`config.mk`:
```
export PLATFORM = sky130hd
export DESIGN_NAME = encoder_value_ctrl
export DESIGN_NICKNAME = d
export VERILOG_FILES = /design/src/rtl/encoder_value_ctrl.sv
export SDC_FILE = /design/constraint.sdc
export NUM_CORES = 1
export LEC_CHECK = 0
export CAP_MARGIN = 10
export CELL_PAD_IN_SITES_DETAIL_PLACEMENT = 0
export CELL_PAD_IN_SITES_GLOBAL_PLACEMENT = 1
export CORE_ASPECT_RATIO = 1.25
export CORE_MARGIN = 10
export CORE_UTILIZATION = 40
export DETAILED_ROUTE_END_ITERATION = 12
export PLACE_DENSITY = 0.87
export REMOVE_ABC_BUFFERS = 1
export SLEW_MARGIN = 30
export SYNTH_ARGS = -nofsm -noshare
export SYNTH_HDL_FRONTEND = slang
export SYNTH_SLANG_ARGS = --single-unit
```
`constraint.sdc`:
```
create_clock -name i_clk -period 6.5 [get_ports i_clk]
set_input_delay 0.65 -clock i_clk [delete_from_list [all_inputs] [get_ports i_clk]]
set_output_delay 0.65 -clock i_clk [all_outputs]
set_load 0.03 [all_outputs]
```
`src/rtl/encoder_value_ctrl.sv`:
```
// encoder_value_ctrl: one incremental rotary encoder shared between 2**CH_W
// bounded value registers. NAV mode moves the channel cursor, EDIT mode steps
// the value of the selected channel (saturating or wrapping).
// Optional build macro ENC_ACCEL_EN: detents that arrive closer than
// ACCEL_WINDOW cycles after the previous accepted EDIT detent step by
// ACCEL_STEP instead of 1.
//
// Pulse contract: i_cnt and i_btn are single-cycle strobes sampled on i_clk;
// i_cnt_cw is meaningful only while i_cnt is high. o_upd is a single-cycle
// strobe and o_upd_ch is meaningful only while o_upd is high. There is no
// back-pressure: every strobe is consumed in the cycle it is seen.
module encoder_value_ctrl #(
    parameter int CH_W         = 2,
    parameter int WIDTH        = 8,
    parameter int MIN_VAL      = 0,
    parameter int MAX_VAL      = 255,
    parameter int RESET_VAL    = 0,
    parameter int WRAP         = 0,
    parameter int TIMEOUT      = 12000000,
    parameter int ACCEL_WINDOW = 120000,
    parameter int ACCEL_STEP   = 8
) (
    input  logic                        i_clk,
    input  logic                        i_rst_n,
    input  logic                        i_cnt,
    input  logic                        i_cnt_cw,
    input  logic                        i_btn,
    output logic                        o_mode,
    output logic [CH_W-1:0]             o_ch,
    output logic [WIDTH-1:0]            o_value,
    output logic [WIDTH*(2**CH_W)-1:0]  o_values,
    output logic                        o_upd,
    output logic [CH_W-1:0]             o_upd_ch
);

    localparam int NCH   = 2**CH_W;
    localparam int W1    = WIDTH + 1;
    localparam int TMO_W = (TIMEOUT > 1) ? $clog2(TIMEOUT + 1) : 1;

    // All value arithmetic is carried one bit wider than the registers.
    localparam logic [WIDTH:0]   MIN_X   = W1'(MIN_VAL);
    localparam logic [WIDTH:0]   MAX_X   = W1'(MAX_VAL);
    localparam logic [WIDTH:0]   RANGE_X = W1'(MAX_VAL - MIN_VAL + 1);
    localparam logic [WIDTH-1:0] RST_V   = WIDTH'(RESET_VAL);

    localparam logic [TMO_W-1:0] TMO_LAST = TMO_W'((TIMEOUT > 0) ? TIMEOUT - 1 : 0);
    localparam logic [TMO_W-1:0] TMO_SAT  = TMO_W'(TIMEOUT);

    typedef enum logic {
        NAV  = 1'b0,
        EDIT = 1'b1
    } mode_t;

    mode_t             state, state_nxt;
    logic [TMO_W-1:0]  tmo_cnt, tmo_nxt;
    logic [CH_W-1:0]   ch_q, ch_nxt;
    logic [WIDTH-1:0]  vals_q [NCH];
    logic [WIDTH-1:0]  vals_nxt [NCH];
    logic [WIDTH-1:0]  value_q;
    logic              upd_q, upd_nxt;
    logic [CH_W-1:0]   upd_ch_q, upd_ch_nxt;

    logic [WIDTH-1:0]  cur_val;
    logic [WIDTH-1:0]  stepped;
    logic [WIDTH:0]    step;
    logic [WIDTH:0]    off;
    logic [WIDTH:0]    step_mod;

    assign cur_val = vals_q[ch_q];

`ifdef ENC_ACCEL_EN
    localparam int ACC_W = $clog2(ACCEL_WINDOW + 1);
    localparam logic [ACC_W-1:0] ACC_SAT = ACC_W'(ACCEL_WINDOW);

    logic [ACC_W-1:0] acc_cnt;
    logic             edit_pulse;

    assign edit_pulse = (state == EDIT) && !i_btn && i_cnt;
    assign step = (acc_cnt < ACC_SAT) ? W1'(ACCEL_STEP) : W1'(1);

    // Cycles since the last accepted EDIT detent; saturated on EDIT entry so
    // the first detent of an edit session is always a slow one.
    always_ff @(posedge i_clk or negedge i_rst_n) begin
        if (!i_rst_n) begin
            acc_cnt <= ACC_SAT;
        end else if ((state == NAV) && i_btn) begin
            acc_cnt <= ACC_SAT;
        end else if (edit_pulse) begin
            acc_cnt <= '0;
        end else if (acc_cnt != ACC_SAT) begin
            acc_cnt <= acc_cnt + 1'b1;
        end
    end
`else
    assign step = W1'(1);
`endif

    // New value of the selected channel for one detent in the given direction.
    always_comb begin
        stepped  = cur_val;
        off      = {1'b0, cur_val} - MIN_X;
        step_mod = step % RANGE_X;
        if (WRAP != 0) begin
            if (i_cnt_cw) begin
                stepped = WIDTH'(MIN_X + ((off + step) % RANGE_X));
            end else begin
                stepped = WIDTH'(MIN_X + ((off + RANGE_X - step_mod) % RANGE_X));
            end
        end else begin
            if (i_cnt_cw) begin
                if (({1'b0, cur_val} + step) > MAX_X) begin
                    stepped = WIDTH'(MAX_X);
                end else begin
                    stepped = WIDTH'({1'b0, cur_val} + step);
                end
            end else begin
                if ({1'b0, cur_val} < (MIN_X + step)) begin
                    stepped = WIDTH'(MIN_X);
                end else begin
                    stepped = WIDTH'({1'b0, cur_val} - step);
                end
            end
        end
    end

    // Mode FSM state register.
    always_ff @(posedge i_clk or negedge i_rst_n) begin
        if (!i_rst_n) begin
            state <= NAV;
        end else begin
            state <= state_nxt;
        end
    end

    // Next mode, timeout, cursor and value; the button always beats a detent,
    // and a detent always beats a timeout expiry.
    always_comb begin
        state_nxt  = state;
        tmo_nxt    = tmo_cnt;
        ch_nxt     = ch_q;
        vals_nxt   = vals_q;
        upd_nxt    = 1'b0;
        upd_ch_nxt = upd_ch_q;
        case (state)
            NAV: begin
                tmo_nxt = '0;
                if (i_btn) begin
                    state_nxt = EDIT;
                end else if (i_cnt) begin
                    ch_nxt = i_cnt_cw ? ch_q + 1'b1 : ch_q - 1'b1;
                end
            end
            EDIT: begin
                if (i_btn) begin
                    state_nxt = NAV;
                    tmo_nxt   = '0;
                end else if (i_cnt) begin
                    tmo_nxt        = '0;
                    vals_nxt[ch_q] = stepped;
                    if (stepped != cur_val) begin
                        upd_nxt    = 1'b1;
                        upd_ch_nxt = ch_q;
                    end
                end else if ((TIMEOUT != 0) && (tmo_cnt == TMO_LAST)) begin
                    state_nxt = NAV;
                    tmo_nxt   = '0;
                end else if (tmo_cnt != TMO_SAT) begin
                    tmo_nxt = tmo_cnt + 1'b1;
                end
            end
            default: begin
                state_nxt = NAV;
            end
        endcase
    end

    // Datapath registers; o_value is registered from the next-state view so it
    // always matches o_ch and o_values in the same cycle.
    always_ff @(posedge i_clk or negedge i_rst_n) begin
        if (!i_rst_n) begin
            tmo_cnt  <= '0;
            ch_q     <= '0;
            value_q  <= RST_V;
            upd_q    <= 1'b0;
            upd_ch_q <= '0;
            for (int k = 0; k < NCH; k++) begin
                vals_q[k] <= RST_V;
            end
        end else begin
            tmo_cnt  <= tmo_nxt;
            ch_q     <= ch_nxt;
            value_q  <= vals_nxt[ch_nxt];
            upd_q    <= upd_nxt;
            upd_ch_q <= upd_ch_nxt;
            for (int k = 0; k < NCH; k++) begin
                vals_q[k] <= vals_nxt[k];
            end
        end
    end

    for (genvar k = 0; k < NCH; k++) begin : g_pack
        assign o_values[k*WIDTH +: WIDTH] = vals_q[k];
    end

    assign o_mode   = (state == EDIT);
    assign o_ch     = ch_q;
    assign o_value  = value_q;
    assign o_upd    = upd_q;
    assign o_upd_ch = upd_ch_q;

endmodule
```
Word-level counts from Yosys, hierarchy flattened
Cells that the tools add are included.

operators by class
  add/subtract/negate cells = 5
  order comparisons = 5
  equality and inequality tests = 4
  muxes and demuxes = 33
  bitwise operators = 4
  reductions and logical operators = 2

operators with widths
  kind                                                         count
  two-way mux 24 bit                                           4
  two-way mux 32 bit                                           3
  two-way mux 8 bit                                            8
  one-hot mux 24 bit (2 select lines)                          1
  binary-select mux 8 bit (select 2 bit)                       2
  bitwise mux 32 bit                                           1
  adder 24 x 1 -> 24 bit (second input constant)               1
  equality test 24 bit (second input constant)                 1
  inequality test 24 bit (second input constant)               1
  demux 8 bit (select 2 bit)                                   1
  adder 8 x 1 -> 9 bit (second input constant)                 1
  > comparator 9 x 8 -> 1 bit (second input constant)          1
  less-than comparator 8 x 1 -> 1 bit (second input constant)  1
  two-way mux 1 bit                                            8
  two-way mux 2 bit                                            4
  inequality test 8 bit                                        1
  subtractor 8 x 1 -> 8 bit (second input constant)            1
  >= comparator 3 bit (second input constant)                  2
  inverter 2 -> 3 bit                                          2
  inequality test 5 x 3 -> 1 bit (second input constant)       1
  AND reduction 4 bit                                          1
  less-than comparator 3 x 1 -> 1 bit (second input constant)  1
  adder 2 x 1 -> 2 bit (second input constant)                 1
  inverter 1 bit                                               2
  3 further kinds                                              3

word-level totals
  register bits after elaboration = 70
  logic and storage cells = 63

Longest topological paths before layout
Gate-level depths: netlist (run 1).

  depth after elaboration = 15
  mapped depth = 11
  mapped depth without buffers = 9

Worst setup path before layout (run 1)
OpenSTA, ideal clock, no wires.

  path kind = flip-flop to flip-flop
  start = register ch_q[0] (netlist: o_ch[0])
  end = register value_q[0] (netlist: o_value[0])
  setup time = 138 ps
  arrival = 2711 ps
  required time = 6362 ps
  slack = 3651 ps
  cell stages (with the launch flop) = 10
  buffers on the path = 2
  period minus slack after synthesis = 2849 ps
  cell sequence = dfrtp_1 > buf_6 > buf_8 > mux4_2 > ha_1 > and3_4 > nand3_4 > a21boi_2 > a21oi_1 > mux4_2

RTL lines
  item                    line  source
  start, declared         56    logic [CH_W-1:0] ch_q, ch_nxt;
  start signal, assigned  191   ch_q <= ch_nxt;
  end signal, assigned    192   value_q <= vals_nxt[ch_nxt];
  end, declared           59    logic [WIDTH-1:0] value_q;

Worst setup path in the final report (run 1)
  start = register ch_q[1] (netlist: o_ch[1])
  end = register value_q[2] (netlist: o_value[2])

between the ends
  cells in the longest elaborated chain, start to end = 15
  elaborated cells between the ends (all ways) = 30

RTL lines
  item                                                    line     source
  inverter 2 -> 3 bit (implied by the code)               69, 159
  binary-select mux 8 bit (select 2 bit)                  69       assign cur_val = vals_q[ch_q];
  two-way mux 8 bit (implied by the code) (2 in a row)    69
  adder 8 x 1 -> 9 bit                                    114      stepped = WIDTH'({1'b0, cur_val} + step);
  > comparator 9 x 8 -> 1 bit                             111      if (({1'b0, cur_val} + step) > MAX_X) begin
  two-way mux 8 bit                                       111
  two-way mux 8 bit                                       110      if (i_cnt_cw) begin
  bitwise mux 32 bit                                      159      vals_nxt[ch_q] = stepped;
  two-way mux 32 bit                                      157      end else if (i_cnt) begin
  two-way mux 32 bit                                      154      if (i_btn) begin
  two-way mux 32 bit                                      144      case (state)
  binary-select mux 8 bit (select 2 bit) *                192
  two-way mux 8 bit (implied by the code) * (2 in a row)  192

Every way passes the cells marked *; elsewhere a longest branch is shown, timed or not. The select of a mux whose other input is x is not followed.
A chain may end at the register's enable or synchronous reset.

==> impl_metrics.yaml, run 1 <==
status:
  run_status: "completed"
cts:
  path_clk_slew_ns: 0.06
  cts.htree.levels: 3
  cts_buffers: 9
  cts_tree: "done"
  cts.sinks: 70
  cts.path.max_buffers: 2
  clock_latency_ns: 0.34
  post-cts-setup-buffers: 0
  clockRootBuffer: "clkbuf_16"
  postCtsHoldBufs: 0
  cts_resized: 0
placed_design:
  place_hpwl_um: 8270
  port_buffers: 50
  place_worst_setup_slack_ns: 3.28
  routabilityCongestion: 0.882
detailed_routing:
  drt_iter0_drc: 234
  via_count: 3542
  viasPerCell: 5.81
  drc: 0
  routedWlPerCell_um: 18.7
  first_pass_iters: 5
  ant_nets: 0
  wl_um: 11400
timing:
  rsz0062_at_grt: "no"
  finClkSkew_ns: 0.00913
  slew_violations: 0
  min_period_ns: 3.21
  setup_violations: 0
  fmax_mhz: 311
  worst_slew_pin_slew_ns: 0.908
  hold_viol: 0
  finalWorstSetupSlack_ns: 3.29
  slew_headroom: 0.394
  timing.final.crit_share: 0.494
  fin_tns_setup_ns: 0
floorplanning:
  start_util: 0.406
  rows: 41
  die_w_um: 110
  core_um2: 10000
  dieHeight_um: 133
  io_pins: 51
  dieArea_um2: 14600
layout:
  n_antenna_cell: 0
  layout_common_cells: "70 x dfrtp_1, 51 x nor2_1, 50 x nand2_1"
  final_util: 0.496
  final_common_cell: "dfrtp_1"
  nets: 487
  drive_gt1_frac: 0.110
  synthToLayoutAreaGrowth_pct: 22.2
yosys:
  postSynthCellCount: 430
  ys.flop_type: "dfrtp_1"
  synthTopCellsByArea: "dfrtp_1 43%, mux4_2 6.7%, nor2_1 4.7%"
  yosysTopAreaCell: "dfrtp_1"
  synth-seq-area-share: 0.432
  synth_async_sr_flop_share: 1.00
  avgSynthCellArea_um2: 9.43
  yosys_warnings: 0
  netlist.area_leader.share: 0.432
  ys_seq_elements: 70
  synth_edf_count: 0
  syn_area_um2: 4060
  synth.distinct_cells: 60
global_routing:
  grt_pass1_vias: 3635
  gr-total-overflow: 0
  antenna_found_initial: 0
  grt_usage: 0.163
  grt_pass1_wl_um: 19000
  grt_max_degree: 71
worst_setup_path:
  required_ns: 6.71
  path_class: "reg -> reg"
  cp.arrival_ns: 3.42
  end_kind: "flop"
  path_max_fanout: 21
  start_kind: "flop"
  reg2reg_slack_ns: 3.29
pwr:
  p_leak_nw: 1.93
  peakVddDrop_v: 0.000189
  powerDensity_nw_per_um2: 566
job:
  cap_violations: 0
worst_hold_path:
  hold_class: "in -> async"
## layout make-up
type / count / area, um^2
clock buffers: 9 / 225
clock inverters: 6 / 62.6
fillers: 960 / 5040
inverters: 12 / 45.0
multi-input cells: 330 / 2180
flip-flops and latches: 70 / 1750
well taps: 129 / 161
repair buffers: 54 / 529
## cells by family (layout without fill, tap and decap cells)
group                    Yosys count  in the layout  synth area share
multiplexers                      17             17            0.0827
adder cells (fa/ha/maj)            5              5            0.0154
AND/OR/NAND/NOR                  190            190             0.243
buffers and inverters             30             81            0.0327
XOR/XNOR                          24             24            0.0518
flip-flops                        70             70             0.432
AO/OA/AOI/OAI                     94             94             0.143
## sequential cells by signal (all words and copies together), names as in the netlist
| signal | flops |
|---|---|
| o_upd_ch | 2 |
| o_values | 32 |
| o_value | 8 |
| tmo_cnt | 24 |
| o_upd | 1 |
| o_ch | 2 |
| o_mode | 1 |
## critical path, cell delays in order, from the launching register on
cell and delay [ns]:
dfrtp_1 0.94, mux4_2 0.52, inv_1 0.17, ha_1 0.30, inv_1 0.14, a31oi_1 0.42, a31oi_1 0.18, a211oi_1 0.29
o22ai_1 0.12
## cells in the mapped netlist (12+ instances only)
cell and instances:
a21oi_1 27, o21ai_0 20, nor2_1 51, nand3_1 19
nand2_1 50, inv_1 12, mux4_2 12, dfrtp_1 70
clkbuf_1 14, xor2_1 13
## per-stage QoR
step | cells | hold WS, ns | power [mW] | instance area, um^2
finish | 610 | 0.419 | 2.81 | 4960
global route | 610 | 0.464 | 2.99 | 4960
CTS | 610 | 0.497 | 2.81 | 4950
detailed placement | 595 | 0.484 | 2.32 | 4660
global placement | 595 | 0.478 | 2.29 | 4660
floorplan | 412 | 0.354 | 1.74 | 3970
## power breakdown
part	internal, mW	switching (mW)
sequential	0.568	0.141
clock	0.294	0.186
combinational	0.616	0.999
total	1.48	1.33
## routing by layer
layer | track usage | routed length (um)
met3 | 0.0379 | 796
met2 | 0.268 | 5830
met5 | 0 | 0
met4 | 0.0703 | 263
met1 | 0.197 | 4530
## worst paths after layout
kind	startpoint	cells after the start	endpoint
hold reg to reg	o_upd_ch[0]	1	o_upd_ch[0]
setup / recovery	o_ch[1]	8	o_value[2]
hold / removal	i_rst_n	2	tmo_cnt[20]
setup reg to reg	o_ch[1]	8	o_value[2]
max in group asynchronous	i_rst_n	2	o_values[12]
min in group i_clk	o_upd_ch[0]	1	o_upd_ch[0]
No activity file was read; power rests on OpenSTA's default activity.
==> run 2: changes to the inputs <==
--- a/config.mk
+++ b/config.mk
@@ -10,9 +10,9 @@
 export CELL_PAD_IN_SITES_GLOBAL_PLACEMENT = 1
 export CORE_ASPECT_RATIO = 1.25
 export CORE_MARGIN = 10
-export CORE_UTILIZATION = 40
+export CORE_UTILIZATION = 39
 export DETAILED_ROUTE_END_ITERATION = 12
-export PLACE_DENSITY = 0.87
+export PLACE_DENSITY = 0.89
 export REMOVE_ABC_BUFFERS = 1
 export SLEW_MARGIN = 30
 export SYNTH_ARGS = -nofsm -noshare
==> constraint.sdc (replaced) <==
create_clock -name i_clk -period 2.61 [get_ports i_clk]
set_input_delay 0.261 -clock i_clk [delete_from_list [all_inputs] [get_ports i_clk]]
set_output_delay 0.261 -clock i_clk [all_outputs]
set_load 0.03 [all_outputs]
==> run 2 against run 1 <==
Critical path depth fell by 1. Sequential power rose by 150%. Die area rose by 2.1%. First-iteration DRC count rose by 9.8%. Final cell count rose by 8.4%. Hold slack improved by 0.094 ns. Setup slack got worse by 3.3 ns. Register-to-register slack got worse by 3.3 ns. Combinational power rose to 3.0 times the previous value. Clock skew fell by 0.0025 ns. Largest cell class unchanged. Global-route usage fell by 0.35 points.
==> impl_metrics.yaml, run 2 (synthesis gave the netlist of run 1 again) <==
layout:
  final_common_cell: "dfrtp_1"
  fin_cells: 661
  drive_gt1_frac: 0.212
  layout_common_cells: "70 x dfrtp_1, 51 x nor2_1, 51 x buf_4"
  seqCellArea_um2: 1750
  n_antenna_cell: 0
  synthToLayoutAreaGrowth_pct: 35.4
  nets: 537
  largest_register_ffs: 32
  multi_input_area_um2: 2240
  final_util: 0.541
  fill_cells: 903
placed_design:
  place_hpwl_um: 9030
  dpl.cell_count: 642
  port_buffers: 50
  routabilityCongestion: 0.909
timing:
  timing.final.crit_share: 0.990
  fmax_mhz: 387
  hold_viol: 0
  slew_violations: 0
  finClkSkew_ns: 0.00667
  min_period_ns: 2.59
  setup_violations: 0
  slew_headroom: 0.525
  rsz0062_at_grt: "yes"
  worst_slew_pin_slew_ns: 0.713
job:
  cap_violations: 0
global_routing:
  grt_max_degree: 41
  grt_pass1_vias: 3924
  grt_pass1_wl_um: 19600
  gr-total-overflow: 0
  antenna_found_initial: 0
  grt_usage: 0.160
detailed_routing:
  drt_iter0_drc: 257
  wl_um: 12000
  routedWlPerCell_um: 18.1
  via_count: 3785
  drc: 0
  viasPerCell: 5.73
  ant_nets: 0
  first_pass_iters: 5
worst_setup_path:
  start_kind: "flop"
  end_kind: "flop"
  cp.arrival_ns: 2.79
  path_max_fanout: 5
  required_ns: 2.81
  path_class: "reg -> reg"
floorplanning:
  rows: 41
  dieHeight_um: 134
  die_w_um: 111
  start_util: 0.399
  core_um2: 10200
  dieArea_um2: 14900
  io_pins: 51
cts:
  cts.path.max_buffers: 2
  cts_buffers: 9
  clockRootBuffer: "clkbuf_16"
  path_clk_slew_ns: 0.06
  cts.htree.levels: 3
  clock_latency_ns: 0.34
  cts_tree: "done"
  cts.sinks: 70
pwr:
  peakVddDrop_v: 0.000701
  p_leak_nw: 2.23
  powerDensity_nw_per_um2: 1470
worst_hold_path:
  hold_class: "in -> async"
status:
  run_status: "completed"
==> run 2: cell types whose count changed in the layout (fill, tap and decap cells not counted), sizes merged <==
cell	delta
buf	+49
bufinv	+3
clkinv	-1
dlygate4sd3	+1
inv	-1
==> run 2: power breakdown <==
group	internal, mW	leakage, nW	total, mW	switching [mW]
clock network	1.03	0.180	1.52	0.481
registers	1.41	0.908	1.74	0.330
logic	2.08	1.14	4.80	2.72
total	4.53	2.23	8.06	3.53
==> run 2: final timing paths <==
| path | start | to | slack (ns) | depth (start not counted) |
|---|---|---|---|---|
| setup / recovery | o_ch[0] | o_value[7] | 0.02 | 7 |
| max in group asynchronous | i_rst_n | o_values[19] | 1.44 | 3 |
| setup reg to reg | o_ch[0] | o_value[7] | 0.02 | 7 |
| hold reg to reg | o_upd_ch[1] | o_upd_ch[1] | 0.51 | 1 |
| hold / removal | i_rst_n | o_ch[0] | 0.51 | 2 |
| min in group i_clk | o_upd_ch[1] | o_upd_ch[1] | 0.51 | 1 |
==> run 2: critical path, stage by stage, from the launching register on <==
cell     delay (ns)
dfrtp_1        0.39
buf_6          0.14
mux4_2         0.54
or4_4          0.61
nor3_4         0.22
o21ai_1        0.14
mux2i_4        0.26
a22oi_1        0.14
==> run 2: area by class of cell <==
type                            instances  area share
Multi-Input combinational cell        330       0.409
Inverter                               12     0.00820
Clock buffer                            9      0.0410
Timing Repair Buffer                  104       0.167
Clock inverter                          7      0.0266
Tap cell                              129      0.0294
Sequential cell                        70       0.319
==> run 2: per-stage QoR <==
step	hold WS (ns)	setup TNS (ns)	power (mW)	worst slack, ns	area [um^2]
floorplan	-0.0346	-13.98	4.34	-0.557	3970
global placement	0.348	0	6.20	0.0626	5020
detailed placement	0.358	0	6.28	0.0313	5020
CTS	0.498	0	7.84	0.0160	5400
global route	0.550	-0.306	8.53	-0.0514	5490
finish	0.513	0	8.06	0.0249	5490
==> run 2: per-layer routing <==
layer / track usage / up-vias / share of wire / wire, um
met5: 0 / - / 0 / 0
met4: 0.0901 / 0 / 0.039 / 463
met3: 0.0393 / 40 / 0.061 / 734
met2: 0.278 / 141 / 0.50 / 6020
met1: 0.174 / 1843 / 0.40 / 4740
li1: - / 1761 / - / -
==> run 2: timing repair <==
| item | CTS | global route |
|---|---|---|
| setup buffers | 0 | 2 |
| gates resized for setup | 0 | 19 |
| hold endpoints to repair | 30 | 0 |
| hold buffers | 1 | 0 |
| endpoints found under the setup margin | 0 | 24 |
==> run 3: changes to the inputs <==
--- a/config.mk
+++ b/config.mk
@@ -14,7 +14,7 @@
 export DETAILED_ROUTE_END_ITERATION = 12
 export PLACE_DENSITY = 0.89
 export REMOVE_ABC_BUFFERS = 1
-export SLEW_MARGIN = 30
+export SLEW_MARGIN = 20
 export SYNTH_ARGS = -nofsm -noshare
 export SYNTH_HDL_FRONTEND = slang
 export SYNTH_SLANG_ARGS = --single-unit
==> results of run 3 <==
No change in the layout: final DEF, timing and power equal those of run 2.
